==> src/rtl/ex_div_seq.sv <==
// Sequential restoring divider for DIV/DIVU with HI/LO commit and hazard stall.
// One shift-subtract step per cycle on operand magnitudes, followed by a
// single sign-correction cycle and a one-cycle Done pulse.
module ex_div_seq #(
  parameter int WIDTH = 32
) (
  input  logic             Clock,
  input  logic             nReset,
  input  logic             Start,
  input  logic             Signed,
  input  logic [WIDTH-1:0] A,
  input  logic [WIDTH-1:0] B,
  input  logic             Flush,
  input  logic             HiLoRead,
  output logic [WIDTH-1:0] Quot,
  output logic [WIDTH-1:0] Rem,
  output logic             Done,
  output logic             Busy,
  output logic             Stall,
  output logic             DivZero
);

  typedef enum logic [1:0] {
    IDLE = 2'd0,
    CALC = 2'd1,
    FIX  = 2'd2,
    DONE = 2'd3
  } state_t;

  localparam logic [5:0] LAST_STEP = 6'(WIDTH - 1);

  state_t           state, state_n;
  logic [5:0]       cnt;
  logic [WIDTH-1:0] dvd;      // dividend magnitude; quotient bits shift in at the bottom
  logic [WIDTH-1:0] dvs;      // divisor magnitude
  logic [WIDTH-1:0] rem_p;    // partial remainder, always below dvs between steps
  logic             sign_a;
  logic             sign_b;
  logic             sgn;

  logic             start_go;
  logic             b_zero;
  logic [WIDTH-1:0] a_mag;
  logic [WIDTH-1:0] b_mag;
  logic [WIDTH:0]   shifted;
  logic [WIDTH:0]   diff;
  logic [WIDTH-1:0] q_fix;
  logic [WIDTH-1:0] r_fix;

  assign start_go = Start && !Flush;
  assign b_zero   = (B == '0);
  assign a_mag    = (Signed && A[WIDTH-1]) ? -A : A;
  assign b_mag    = (Signed && B[WIDTH-1]) ? -B : B;

  // One restoring step: shift in the next dividend bit and trial-subtract.
  assign shifted  = {rem_p, dvd[WIDTH-1]};
  assign diff     = shifted - {1'b0, dvs};

  // Sign correction; -2^31 / -1 wraps naturally to 2^31 with zero remainder.
  assign q_fix    = (sgn && (sign_a ^ sign_b)) ? -dvd : dvd;
  assign r_fix    = (sgn && sign_a) ? -rem_p : rem_p;

  assign Done     = (state == DONE);
  assign Busy     = (state != IDLE);
  assign Stall    = Busy && (Start || HiLoRead);

  // State register.
  // NOTE: sequential state uses non-blocking assignments so every flop samples pre-edge values.
  always_ff @(posedge Clock or negedge nReset) begin
    if (!nReset) state <= IDLE;
    else         state <= state_n;
  end

  // Next-state logic; Flush aborts CALC/FIX but never a committed DONE.
  // NOTE: state_n gets a default before the case so no path leaves it unassigned (no latch).
  always_comb begin
    state_n = state;
    case (state)
      IDLE: if (start_go) state_n = b_zero ? DONE : CALC;
      CALC: begin
        if (Flush)                 state_n = IDLE;
        else if (cnt == LAST_STEP) state_n = FIX;
      end
      FIX:  state_n = Flush ? IDLE : DONE;
      DONE: state_n = IDLE;
      default: state_n = IDLE;
    endcase
  end

  // Operand latch and iterative datapath.
  always_ff @(posedge Clock or negedge nReset) begin
    if (!nReset) begin
      cnt    <= '0;
      dvd    <= '0;
      dvs    <= '0;
      rem_p  <= '0;
      sign_a <= 1'b0;
      sign_b <= 1'b0;
      sgn    <= 1'b0;
    end else if (state == IDLE && start_go && !b_zero) begin
      cnt    <= '0;
      dvd    <= a_mag;
      dvs    <= b_mag;
      rem_p  <= '0;
      sign_a <= A[WIDTH-1];
      sign_b <= B[WIDTH-1];
      sgn    <= Signed;
    end else if (state == CALC && !Flush) begin
      cnt <= cnt + 6'd1;
      if (!diff[WIDTH]) begin
        rem_p <= diff[WIDTH-1:0];
        dvd   <= {dvd[WIDTH-2:0], 1'b1};
      end else begin
        rem_p <= shifted[WIDTH-1:0];
        dvd   <= {dvd[WIDTH-2:0], 1'b0};
      end
    end
  end

  // Result registers: written only on entry to DONE, held otherwise.
  always_ff @(posedge Clock or negedge nReset) begin
    if (!nReset) begin
      Quot    <= '0;
      Rem     <= '0;
      DivZero <= 1'b0;
    end else if (state == IDLE && start_go && b_zero) begin
      Quot    <= '1;
      Rem     <= A;
      DivZero <= 1'b1;
    end else if (state == FIX && !Flush) begin
      Quot    <= q_fix;
      Rem     <= r_fix;
      DivZero <= 1'b0;
    end
  end

endmodule

==> config.mk <==
export PLATFORM = sky130hd
export DESIGN_NAME = ex_div_seq
export DESIGN_NICKNAME = d
export VERILOG_FILES = /design/src/rtl/ex_div_seq.sv
export SDC_FILE = /design/constraint.sdc
export NUM_CORES = 1
export LEC_CHECK = 0
export BUFFER_PORTS_ARGS = -buffer_cell sky130_fd_sc_hd__buf_4
export CELL_PAD_IN_SITES_DETAIL_PLACEMENT = 1
export CELL_PAD_IN_SITES_GLOBAL_PLACEMENT = 2
export CORE_ASPECT_RATIO = 0.9
export CORE_MARGIN = 2
export CORE_UTILIZATION = 39
export DETAILED_ROUTE_END_ITERATION = 16
export PLACE_DENSITY_LB_ADDON = 0.1
export SYNTH_ARGS = -nofsm -noshare
export SYNTH_HDL_FRONTEND = slang
export SYNTH_SLANG_ARGS = --single-unit
==> constraint.sdc <==
create_clock -name Clock -period 5.4 [get_ports Clock]
set_input_delay 0 -clock Clock [delete_from_list [all_inputs] [get_ports Clock]]
set_output_delay 0 -clock Clock [all_outputs]
set_load 0.05 [all_outputs]
# [Word level (Yosys, flattened, before mapping)]
# Cells that the tools add are included.
[totals] register_bits=172 latchBits=0 ram_bits=0 rom_bits=0 elab_cells=68 memories=0
[op_classes] addsub=6 mul=0 div_mod_pow=0 magnitude_cmp=0 n_eq_ne=6 shift=0 mux=24 n_bitwise=1 reduce_logical=20
[op_table] cell="$mux 32" count=13
[op_table] cell="$neg 32->32" count=4
[op_table] cell="$sub 33x32->33" count=1
[op_table] cell="$logic_not 32->1" count=1
[op_table] cell="$mux 6" count=2
[op_table] cell="$logic_and 1x1->1" count=11
[op_table] cell="$mux 2" count=5
[op_table] cell="$pmux 2 s4" count=1
[op_table] cell="$add 6x1->6 const B" count=1
[op_table] cell="$eq 6x5->1 const B" count=1
[op_table] cell="$reduce_bool 2->1" count=3
[op_table] cell="$eq 2x2->1 const B" count=2
[op_table] cell="$mux 1" count=3
[op_table] cell="$ne 3x3->1 const B" count=1
[op_table] cell="$eq 2x1->1 const B" count=1
[op_table] cell="$logic_not 1->1" count=2
[op_table] cell="$logic_not 2->1" count=1
[op_table] cell="$ne 2x2->1 const B" count=1
[op_table] cell="$reduce_and 2->1" count=1
[op_table] cell="$logic_or 1x1->1" count=1
[op_table] cell="$xor 1x1->1" count=1

# [Longest topological paths before layout]
# Gate-level depths: netlist (run 1).
[logic_depth] word_depth=5 depth_mapped=13 ltp_nobuf=11

# [Least setup slack after synthesis (run 1)]
# Ideal clock, no wire load.
[synth_timing] path_type="flip-flop to flip-flop" from="reg rem_p[26]" to="reg rem_p[6]" arrival_time_ns=2.793 required_ns=5.274 setup_slack_ns=2.480 stages_incl_launch_ff=11 period_less_slack_ns=2.920 cell_sequence="dfrtp_1 ha_1 and3_1 a221o_1 o31a_1 a211o_1 a21oi_2 o211a_4 nor2_2 buf_6 a221o_1"
[synth_between] elab_chain_cells=4
[synth_lines] element="start: declaration" line="36" rtl="logic [WIDTH-1:0] rem_p;"
[synth_lines] element="start signal: assignment" line="111" rtl="rem_p <= diff[WIDTH-1:0];"
[synth_lines] element="start signal: assignment" line="114" rtl="rem_p <= shifted[WIDTH-1:0];"
[synth_lines] element="$sub 33x32->33" line="57" rtl="assign diff = shifted - {1'b0, dvs};"
[synth_lines] element="$mux 32" line="110" rtl="if (!diff[WIDTH]) begin"
[synth_lines] element="$mux 32" line="108" rtl="end else if (state == CALC && !Flush) begin"
[synth_lines] element="$mux 32" line="100" rtl="end else if (state == IDLE && start_go && !b_zero) begin"
# Every way passes these cells. The select of a mux whose other input is x is not followed.
# A chain may end at the register's enable or synchronous reset.

# [Worst setup path in the final report (run 1)]
[layout_timing] from="reg rem_p[9]" to="reg rem_p[26]"
# Same word-level chain as after synthesis.

==> results of run 1 <==
==> kinds of logic after synthesis <==
group,Yosys count,synth area share
AO/OA/AOI/OAI,421,0.247
buffers and inverters,130,0.0475
XOR/XNOR,146,0.113
AND/OR/NAND/NOR,385,0.167
multiplexers,2,0.00177
adder cells (fa/ha/maj),38,0.0427
flip-flops,172,0.381
==> area by class of cell <==
type / instances / share of cell area
multi-input combinational: 992 / 0.467
sequential: 172 / 0.310
timing repair buffer: 218 / 0.131
tap: 366 / 0.0330
clock buffer: 19 / 0.0312
inverter: 55 / 0.0149
clock inverter: 13 / 0.0128
==> through the flow <==
| stage | utilization | hold WS [ps] | instance area [sq um] | instances |
|---|---|---|---|---|
| floorplan | - | -296 | 11300 | 1294 |
| finish | 0.483 | 52.7 | 13900 | 1835 |
| global route | 0.483 | 94.6 | 13900 | 1835 |
| CTS | 0.483 | 75.0 | 13900 | 1835 |
| global placement | 0.437 | -28.6 | 12600 | 1733 |
| detailed placement | 0.437 | -28.4 | 12600 | 1733 |
==> state kept, by name, indices dropped and copies added, names as in the netlist <==
name     count
DivZero      1
Quot        32
Rem         32
cnt          6
dvd         32
dvs         32
rem_p       32
sgn          1
sign_a       1
sign_b       1
state        2
==> cell usage in the layout (no fill, tap or decap), types with 9 or more instances in the layout <==
master         instances
nand2b_1               9
nor3_1                28
nand2_1              106
a22oi_1               42
and2_1                12
nor4_1                14
nor2_1               110
o41ai_1               13
a221o_1               55
nand3_1                9
buf_4                147
inv_1                 55
ha_1                  37
or4_1                 10
o21ai_0              142
or3_1                 13
dfrtp_1              172
a31oi_1               11
o31ai_1               18
a21oi_1               85
dlygate4sd3_1         70
clkbuf_16             17
and3_1                33
xor2_1                77
xnor2_1               69
==> path summary, 6_finish.rpt <==
path | end | startpoint
max | rem_p[26] | rem_p[9]
min | Quot[4] | nReset
max reg2reg | rem_p[26] | rem_p[9]
min reg2reg | dvs[23] | dvs[23]
max in group asynchronous | dvd[29] | nReset
min in group Clock | Stall | HiLoRead
==> metal layers <==
layer	vias up	track usage	wire (um)
li1	5034	-	-
met1	4955	0.324	16800
met2	175	0.403	16900
met3	32	0.0243	871
met4	0	0.0538	427
met5	-	0	0
==> power groups by stage <==
stage	combinational [uW]	sequential [uW]	clock (uW)
after floorplan	1860	2700	0
after global placement	3420	2130	0
after detailed placement	3450	2150	0
after CTS	3520	2130	1340
after global routing	3870	2190	1390
final	3500	2120	1320
==> results.md, run 1 <==
* Status: finished clean
* Hold Path Class: input pin to asynchronous set/reset pin
* Root buf cell: clkbuf_16
* CTS Hold Buffers Added at 70
* ANT cells at 0
* Max clock buf depth at 2
* CP cell instances: ha_1 -> a21oi_1 -> nand2_1 -> a221o_1 -> o21ai_1 -> and2_1 -> o211ai_2 -> nor2_8 -> a221o_1
* Power Dens Cells at 500 nW/um^2
* GRT Util Overall at 0.236
* P_leak at 0.00626 uW
* CTS tree: done
* CORE AREA at about 29000 sq um
* Net Switching at 3230 uW
* Worst-path maximum fanout at 27
* Setup TNS at 0 ps
* R2r worst-path depth at 9
* Area of the die at 30300 sq um
* Sw Ratio at 0.466
* DR pass1 iterations at 5
* Layout cells sized above 1 at 0.133
* CTS buffer count at 17
* First-pass GRT wire length at 56700 um
* Vias in the first global route at 10323
* Tot Pwr at 6940 uW
* Largest net degree at the start of global routing at 74
* CP peak stage delay at about 490 ps
* Synth top area cells: dfrtp_1 (38%), o21ai_0 (6.3%), xor2_1 (6.0%), xnor2_1 (5.3%), a221o_1 (4.9%)
* Post-CTS setup buffers at 0
* Placer Congestion at 0.870
* Number of warnings issued by yosys at 0
* Area Overhead vs Synth at 22.8%
* Post-place setup slack at 1670 ps
* Worst-Margin Slew at 993 ps
* CTS resizes at 0
* Post-synth EDFFs at 0
* Dominant synthesized flop cell: dfrtp_1
* Setup Viol. Count Final at 0
* Via density at 5.56
* Final HPWL from detailed placement at 25800 um
* Port Buffers at 137
* Max VDD drop at between 0.0002 and 0.00025 V
* Startpoint class of the critical path: flop
* Critical path capture point type: flop
* Slew HR at 0.336
* Syn Area/Cell at 8.73 sq um
* F_max at 267 MHz
* Vert. Die Dim at 165 um
* Rows at between 50 and 60
* Pint at 3710 uW
* Post-Syn Area at 11300 sq um
* Synth Instances at 1294
* Cell taking the most area after synthesis: dfrtp_1
* Register area at 4300 sq um
* Final ANT Viol Nets at 0
* H-tree depth at 4
* Synth Register Bits at 172
* MaxCap Viol Count at 0
* Crit Path Class: flop to flop
* Initial Util at 0.393
* Post-synth top cells: dfrtp_1 (172), o21ai_0 (142), nor2_1 (112)
* Initial DRC count at 600
* CP bufs+invs at 0
* Syn nets at about 1400
* CP most frequent cell: a221o_1
* Wire per inst at 19.0 um
* Worst-Skew Late Latency at 450 ps
* Synth top area share at 0.381
* Top-count cell post-synth: dfrtp_1
* Final WS setup at 1650 ps
* Yosys cell types at between 60 and 70
* Worst EP arrival at ~4100 ps
* RSZ-0062 raised after global routing: no
* Count of final hold-check violations at 0
* Reg-to-reg slack, setup at 1650 ps
* Seq pwr share at 0.306
* Antenna violations before repair at 0
* Multi-input gate area at 6480 sq um
* Req. time, crit path at 5770 ps
* Clock power frac at 0.190
* Num ports at 138
* Slew Limit Fails at 0
* Fin crit share at 0.695
* Post-Route WL at 34900 um
* Remaining DRCs at 0
* DIE WIDTH at 183 um
* Total Nets Final at roughly 1600
* CP max stage cell: nor2_8
* Register area share after synthesis at 0.381
* Comb power frac at 0.504
* CP top delay family: compound AO/OA/AOI/OAI gates
* GRT overflow at 0
* Clk pin slew, worst setup/hold paths at 80 ps
* Crit path depth at 9
* TritonCTS Sinks at 172
* Final Critical Period at 3750 ps
* Worst clock skew at between 15 and 20 ps
* Vias at 10196
* FILL cells at approximately 3300
* Fraction of registers with async set/reset at 1.00
(Power assumes the default switching activity.)
==> run 2, diff against run 1 <==
--- a/config.mk
+++ b/config.mk
@@ -10,7 +10,7 @@
 export CELL_PAD_IN_SITES_GLOBAL_PLACEMENT = 2
 export CORE_ASPECT_RATIO = 0.9
 export CORE_MARGIN = 2
-export CORE_UTILIZATION = 39
+export CORE_UTILIZATION = 33
 export DETAILED_ROUTE_END_ITERATION = 16
 export PLACE_DENSITY_LB_ADDON = 0.1
 export SYNTH_ARGS = -nofsm -noshare
==> constraint.sdc (replaced) <==
create_clock -name Clock -period 3.2 [get_ports Clock]
set_input_delay 0 -clock Clock [delete_from_list [all_inputs] [get_ports Clock]]
set_output_delay 0 -clock Clock [all_outputs]
set_load 0.05 [all_outputs]
==> results.md, run 2 (synthesized netlist as in run 1, its figures left out) <==
* Status: finished clean
* DR pass1 iterations at 5 (unchanged)
* Largest net degree at the start of global routing at 73 (-1.4%)
* DIE WIDTH at 199 um (+8.5%)
* Layout cells sized above 1 at 0.165 (+0.0317)
* Most frequent cells in the layout: buf_4 (191), dfrtp_1 (172), o21ai_0 (142)
* Port Buffers at 137 (unchanged)
* Slew HR at 0.407 (+0.0715)
* CORE AREA at 33900 sq um (+18%)
* Rows at 64 (+8.5%)
* FILL cells at 3926 (+18%)
* Commonest non-fill, non-tap cell in the layout: buf_4
* Placed instance count at 1877 (+8.3%)
* TritonCTS Sinks at 172 (unchanged)
* R2R Path Start: dvd[31]
* Crit Path Class: flop to flop
* Final WS setup at 142 ps (-1510 ps)
* Initial DRC count at 393 (-35%)
* F_max at 327 MHz (+23%)
* Vias at 10434 (+2.3%)
* R2r worst-path depth at 12 (+3)
* Wire per inst at 18.8 um (-1.5%)
* First-pass GRT wire length at 60200 um (+6.2%)
* Reg-to-reg slack, setup at 140 ps (-1510 ps)
* CTS buffer count at 17 (unchanged)
* Critical path capture point type: flop
* Worst Hold Launch: Flush
* Num ports at 138 (unchanged)
* Worst EP arrival at 3390 ps (-730 ps)
* Startpoint class of the critical path: flop
* Vert. Die Dim at 180 um (+8.5%)
* Vias in the first global route at 10877 (+5.4%)
* Post-Route WL at 37200 um (+6.4%)
* Placer Congestion at 0.809 (-6.9%)
* Remaining DRCs at 0 (unchanged)
* GRT Util Overall at 0.212 (-0.0236)
* Area Overhead vs Synth at 27.9%
* Root buf cell: clkbuf_16
* Reg2reg end: rem_p[20]
* Post-place setup slack at -138 ps (-1810 ps)
* Worst-Skew Late Latency at 450 ps (about the same)
* Worst clock skew at 8.82 ps (-8.30 ps)
* Final HPWL from detailed placement at 28300 um (+9.7%)
* Hold Path Class: input pin to flop
* CTS tree: done
* Area of the die at 35700 sq um (+18%)
* Multi-input gate area at 6520 sq um (+0.60%)
* Register area at 4300 sq um (unchanged)
* P_leak at 0.00653 uW (+4.3%)
* Req. time, crit path at 3530 ps (-2240 ps)
* MaxCap Viol Count at 0 (unchanged)
* Placed Area at 13100 sq um (+4.3%)
* Slew Limit Fails at 0 (unchanged)
* Fin crit share at 0.956 (+0.261)
* Initial Util at 0.334 (-0.0599)
* Count of final hold-check violations at 0 (unchanged)
* Max clock buf depth at 2 (unchanged)
* Worst-path maximum fanout at 21 (-22%)
* Total Nets Final at 1615 (+3.3%)
* Hold depth at 3
* Via density at 5.26 (-5.3%)
* GRT overflow at 0 (unchanged)
* Max VDD drop at 0.000348 V (+39%)
* Final Non-Filler Cells at 1982 (+8.0%)
* ANT cells at 0 (unchanged)
* H-tree depth at 4 (unchanged)
* CP Launch Point: dvd[31]
* Setup Viol. Count Final at 0 (unchanged)
* Hold Path Sink: state[0]
* Clk pin slew, worst setup/hold paths at 70 ps (about the same)
* Tot Pwr at 11800 uW (+70%)
* Final ANT Viol Nets at 0 (unchanged)
* Post-Layout Inst Area at 14500 sq um (+4.1%)
* Power Dens Cells at 818 nW/um^2 (+64%)
* Final Critical Period at 3060 ps (-694 ps)
* Antenna violations before repair at 0 (unchanged)
* Worst-Margin Slew at 888 ps (-105 ps)
==> run 2: changes by cell type in the layout (fill, tap and decap cells not counted), sizes merged <==
cell         previous run  this run
nor2                  115       116
inv                    61        57
bufinv                  3         2
clkbuf                 19        20
clkinvlp                2         3
clkinv                  2         5
buf                   148       197
dlygate4sd3            70        71
==> run 2: report_power, final <==
part | switching (uW) | total, uW | internal [uW]
registers | 637 | 3580 | 2940
clock network | 949 | 2130 | 1180
logic | 3910 | 6120 | 2210
total | 5500 | 11800 | 6320
==> run 2: through the flow <==
step                      setup TNS [ps]  utilization  hold slack (ps)
after detailed placement           -2010        0.387             81.4
after global routing                -122        0.427             79.8
after global placement                 0        0.387             70.4
after floorplan                        0            -             -296
after CTS                              0        0.425             52.9
final                                  0        0.427             70.3
==> run 2: layout make-up <==
type	instances	area share
multi-input cells	993	0.451
flip-flops and latches	172	0.298
repair buffers	268	0.156
well taps	462	0.0400
clock buffers	20	0.0309
inverters	55	0.0143
clock inverters	12	0.00970
==> run 2: worst max path at each step <==
stage	slack [ps]	cells past startpoint	to
after global placement	2	11	rem_p[12]
after floorplan	280	10	rem_p[6]
after detailed placement	-140	11	rem_p[18]
after CTS	10	11	dvs[29]
after global routing	-20	12	rem_p[17]
final	140	12	rem_p[20]
==> run 2: what timing repair did <==
action | 4_1_cts | 5_1_grt
buffers inserted | 0 | 1
hold endpoints to repair | 167 | 0
hold buffers | 71 | 0
endpoints found under the setup margin | 16 | 32
pin swaps | 0 | 2
gates resized for setup | 1 | 5
cloned | 0 | 1
==> run 2: metal layers <==
layer | wire [um] | global-route usage | part of all wire
met5 | 0 | 0 | 0
met4 | 332 | 0.0406 | 0.0089
met3 | 976 | 0.0328 | 0.026
met2 | 17600 | 0.351 | 0.47
met1 | 18200 | 0.295 | 0.49
==> run 2: critical path, stage by stage, from the launching register on <==
cell,delay (ps)
dfrtp_1,370
inv_1,80
ha_1,230
fa_1,410
nor2b_2,200
o2111ai_2,170
a21oi_2,200
o21ai_1,150
and2_1,250
o211ai_2,200
buf_12,200
nor2_4,100
a221o_1,370
==> run 3, diff against run 2 <==
==> config.mk (replaced) <==
export PLATFORM = sky130hd
export DESIGN_NAME = ex_div_seq
export DESIGN_NICKNAME = d
export VERILOG_FILES = /design/src/rtl/ex_div_seq.sv
export SDC_FILE = /design/constraint.sdc
export NUM_CORES = 1
export LEC_CHECK = 0
export CELL_PAD_IN_SITES_DETAIL_PLACEMENT = 1
export CELL_PAD_IN_SITES_GLOBAL_PLACEMENT = 2
export CORE_ASPECT_RATIO = 0.9
export CORE_MARGIN = 2
export CORE_UTILIZATION = 36
export DETAILED_ROUTE_END_ITERATION = 16
export DONT_BUFFER_PORTS = 1
export PLACE_DENSITY_LB_ADDON = 0.1
export RECOVER_POWER = 100
export SYNTH_ARGS = -nofsm -noshare
export SYNTH_HDL_FRONTEND = slang
export SYNTH_SLANG_ARGS = --single-unit
==> results.md, run 3 (synthesized netlist as in run 1, its figures left out) <==
* Max VDD drop at 0.000408 V (+17%)
* RSZ-0062 raised after global routing: no
* First-pass GRT wire length at 59800 um (-0.70%)
* Placed instance count at 1697 (-9.6%)
* Sw Ratio at 0.487 (+0.0220)
* Hold Path Class: input pin to asynchronous set/reset pin
* CORE AREA at 30900 sq um (-8.7%)
* Fin crit share at 0.949 (-0.00658)
* Worst-path maximum fanout at 20 (-4.8%)
* Via density at 5.57 (+5.9%)
* Placer Congestion at 0.837 (+3.4%)
* Power Dens Cells at 838 nW/um^2 (+2.5%)
* Pint at 5770 uW (-8.8%)
* DIE WIDTH at 191 um (-4.2%)
* GRT overflow at 0 (unchanged)
* Area of the die at 32800 sq um (-8.2%)
* Minimum hold slack at -766 ps (-837 ps)
* MaxCap Viol Count at 0 (unchanged)
* Initial DRC count at 431 (+9.7%)
* Post-Route WL at 37400 um (+0.68%)
* Port Buffers at 0 (-100%)
* Clk pin slew, worst setup/hold paths at 80 ps (about the same)
* Seq pwr share at 0.421 (+0.118)
* Commonest non-fill, non-tap cell in the layout: dfrtp_1
* Clock power frac at 0.189 (+0.009)
* Placed Area at 12100 sq um (-7.9%)
* Layout cells sized above 1 at 0.0842 (-0.0810)
* Post-Layout Inst Area at 13400 sq um (-7.2%)
* DR pass1 iterations at 5 (unchanged)
* Vias at 10095 (-3.2%)
* H-tree depth at 4 (unchanged)
* Slew Limit Fails at 0 (unchanged)
* Critical path capture point type: flop
* Final HPWL from detailed placement at 27300 um (-3.7%)
* Final Util at 0.434 (+0.00736)
* GRT Util Overall at 0.234 (+0.0212)
* Worst EP arrival at 3370 ps (-20 ps)
* Wire per inst at 20.7 um (+10%)
* Worst clock skew at 13.2 ps (+4.34 ps)
* Tot Pwr at 11200 uW (-4.9%)
* Req. time, crit path at 3540 ps (about the same)
* Setup TNS at 0 ps (unchanged)
* Setup Viol. Count Final at 0 (unchanged)
* Remaining DRCs at 0 (unchanged)
* Vias in the first global route at 10498 (-3.5%)
* Worst-Margin Slew at 1130 ps (+246 ps)
* Violated checks: negative hold slack
* Slew HR at 0.242 (-0.165)
* Worst-Skew Late Latency at 460 ps (about the same)
* Antenna violations before repair at 1 (+1)
* Total Nets Final at 1497 (-7.3%)
* Net Switching at 5480 uW (-0.35%)
* Post-CTS setup buffers at 0 (unchanged)
* Num ports at 138 (unchanged)
* Rows at 61 (-4.7%)
* Largest net degree at the start of global routing at 173 (+140%)
* CTS Hold Buffers Added at 82 (+15%)
* TritonCTS Sinks at 172 (unchanged)
* P_leak at 0.00588 uW (-9.9%)
* Area Overhead vs Synth at 18.7%
* CTS buffer count at 17 (unchanged)
* Status: finished, violations left
* Startpoint class of the critical path: flop
* Final Critical Period at 3040 ps (-21.0 ps)
* Crit Path Class: flop to flop
* Root buf cell: clkbuf_16
* Final ANT Viol Nets at 0 (unchanged)
* Comb power frac at 0.390 (-0.128)
* CTS tree: done
* Count of final hold-check violations at 172 (+172)
* Max clock buf depth at 2 (unchanged)
* ANT cells at 0 (unchanged)
* Most frequent cells in the layout: dfrtp_1 (172), o21ai_0 (142), nor2_1 (111)
* Initial Util at 0.366 (+0.0320)
* Final Non-Filler Cells at 1811 (-8.6%)
* Vert. Die Dim at 172 um (-4.2%)
* F_max at 329 MHz (+0.69%)
==> run 3: timing repair <==
item	CTS	global route
setup endpoints to repair	16	28
pin swaps	0	1
hold endpoints to repair	273	172
gates resized for setup	1	3
==> run 3: worst paths after layout <==
| check | depth (start not counted) | startpoint | endpoint | slack (ps) |
|---|---|---|---|---|
| max in group asynchronous | 0 | nReset | dvs[30] | 3720 |
| min | 0 | nReset | Quot[1] | -770 |
| min reg2reg | 2 | dvs[23] | dvs[23] | 480 |
| min in group Clock | 5 | A[24] | dvd[26] | 10 |
| max reg2reg | 12 | dvs[26] | rem_p[20] | 160 |
| max | 12 | dvs[26] | rem_p[20] | 160 |
==> run 3: area by class of cell <==
cell class              count  area [sq um]
well taps                 409           512
inverters                  55           206
clock buffers              18           439
fillers                  3598         17500
flip-flops and latches    172          4300
multi-input cells         992          6460
clock inverters            14           144
repair buffers            151          1350
==> run 3: worst max-delay path, cell delays in order (launching register included) <==
cell,delay (ps)
dfrtp_1,350
inv_1,50
ha_1,380
a21o_1,220
a221o_1,370
o31a_1,290
nor4b_1,350
a21oi_2,80
o211ai_2,100
buf_12,190
nor2_4,50
buf_6,180
a221o_1,330
==> run 3: stage by stage <==
stage	worst slack, ps	hold slack, ps
after global routing	5.35	-786
final	163	-766
after global placement	74.7	-291
after detailed placement	-17.9	-292
after floorplan	280	-296
after CTS	69.7	-786
==> run 3: metal layers <==
layer / wire length (um) / up-vias / track usage
met2: 17700 / 169 / 0.394
met1: 18000 / 4997 / 0.314
met5: 0 / - / 0
met3: 1260 / 27 / 0.0359
li1: - / 4902 / -
met4: 420 / 0 / 0.0566
==> run 3: power by group through the flow <==
| stage | Combinational, uW | Sequential [uW] | Clock [uW] |
|---|---|---|---|
| floorplan | 3140 | 4560 | 0 |
| global placement | 4210 | 4760 | 0 |
| detailed placement | 4260 | 4790 | 0 |
| CTS | 4430 | 4750 | 2180 |
| global route | 4960 | 4860 | 2250 |
| finish | 4390 | 4730 | 2120 |
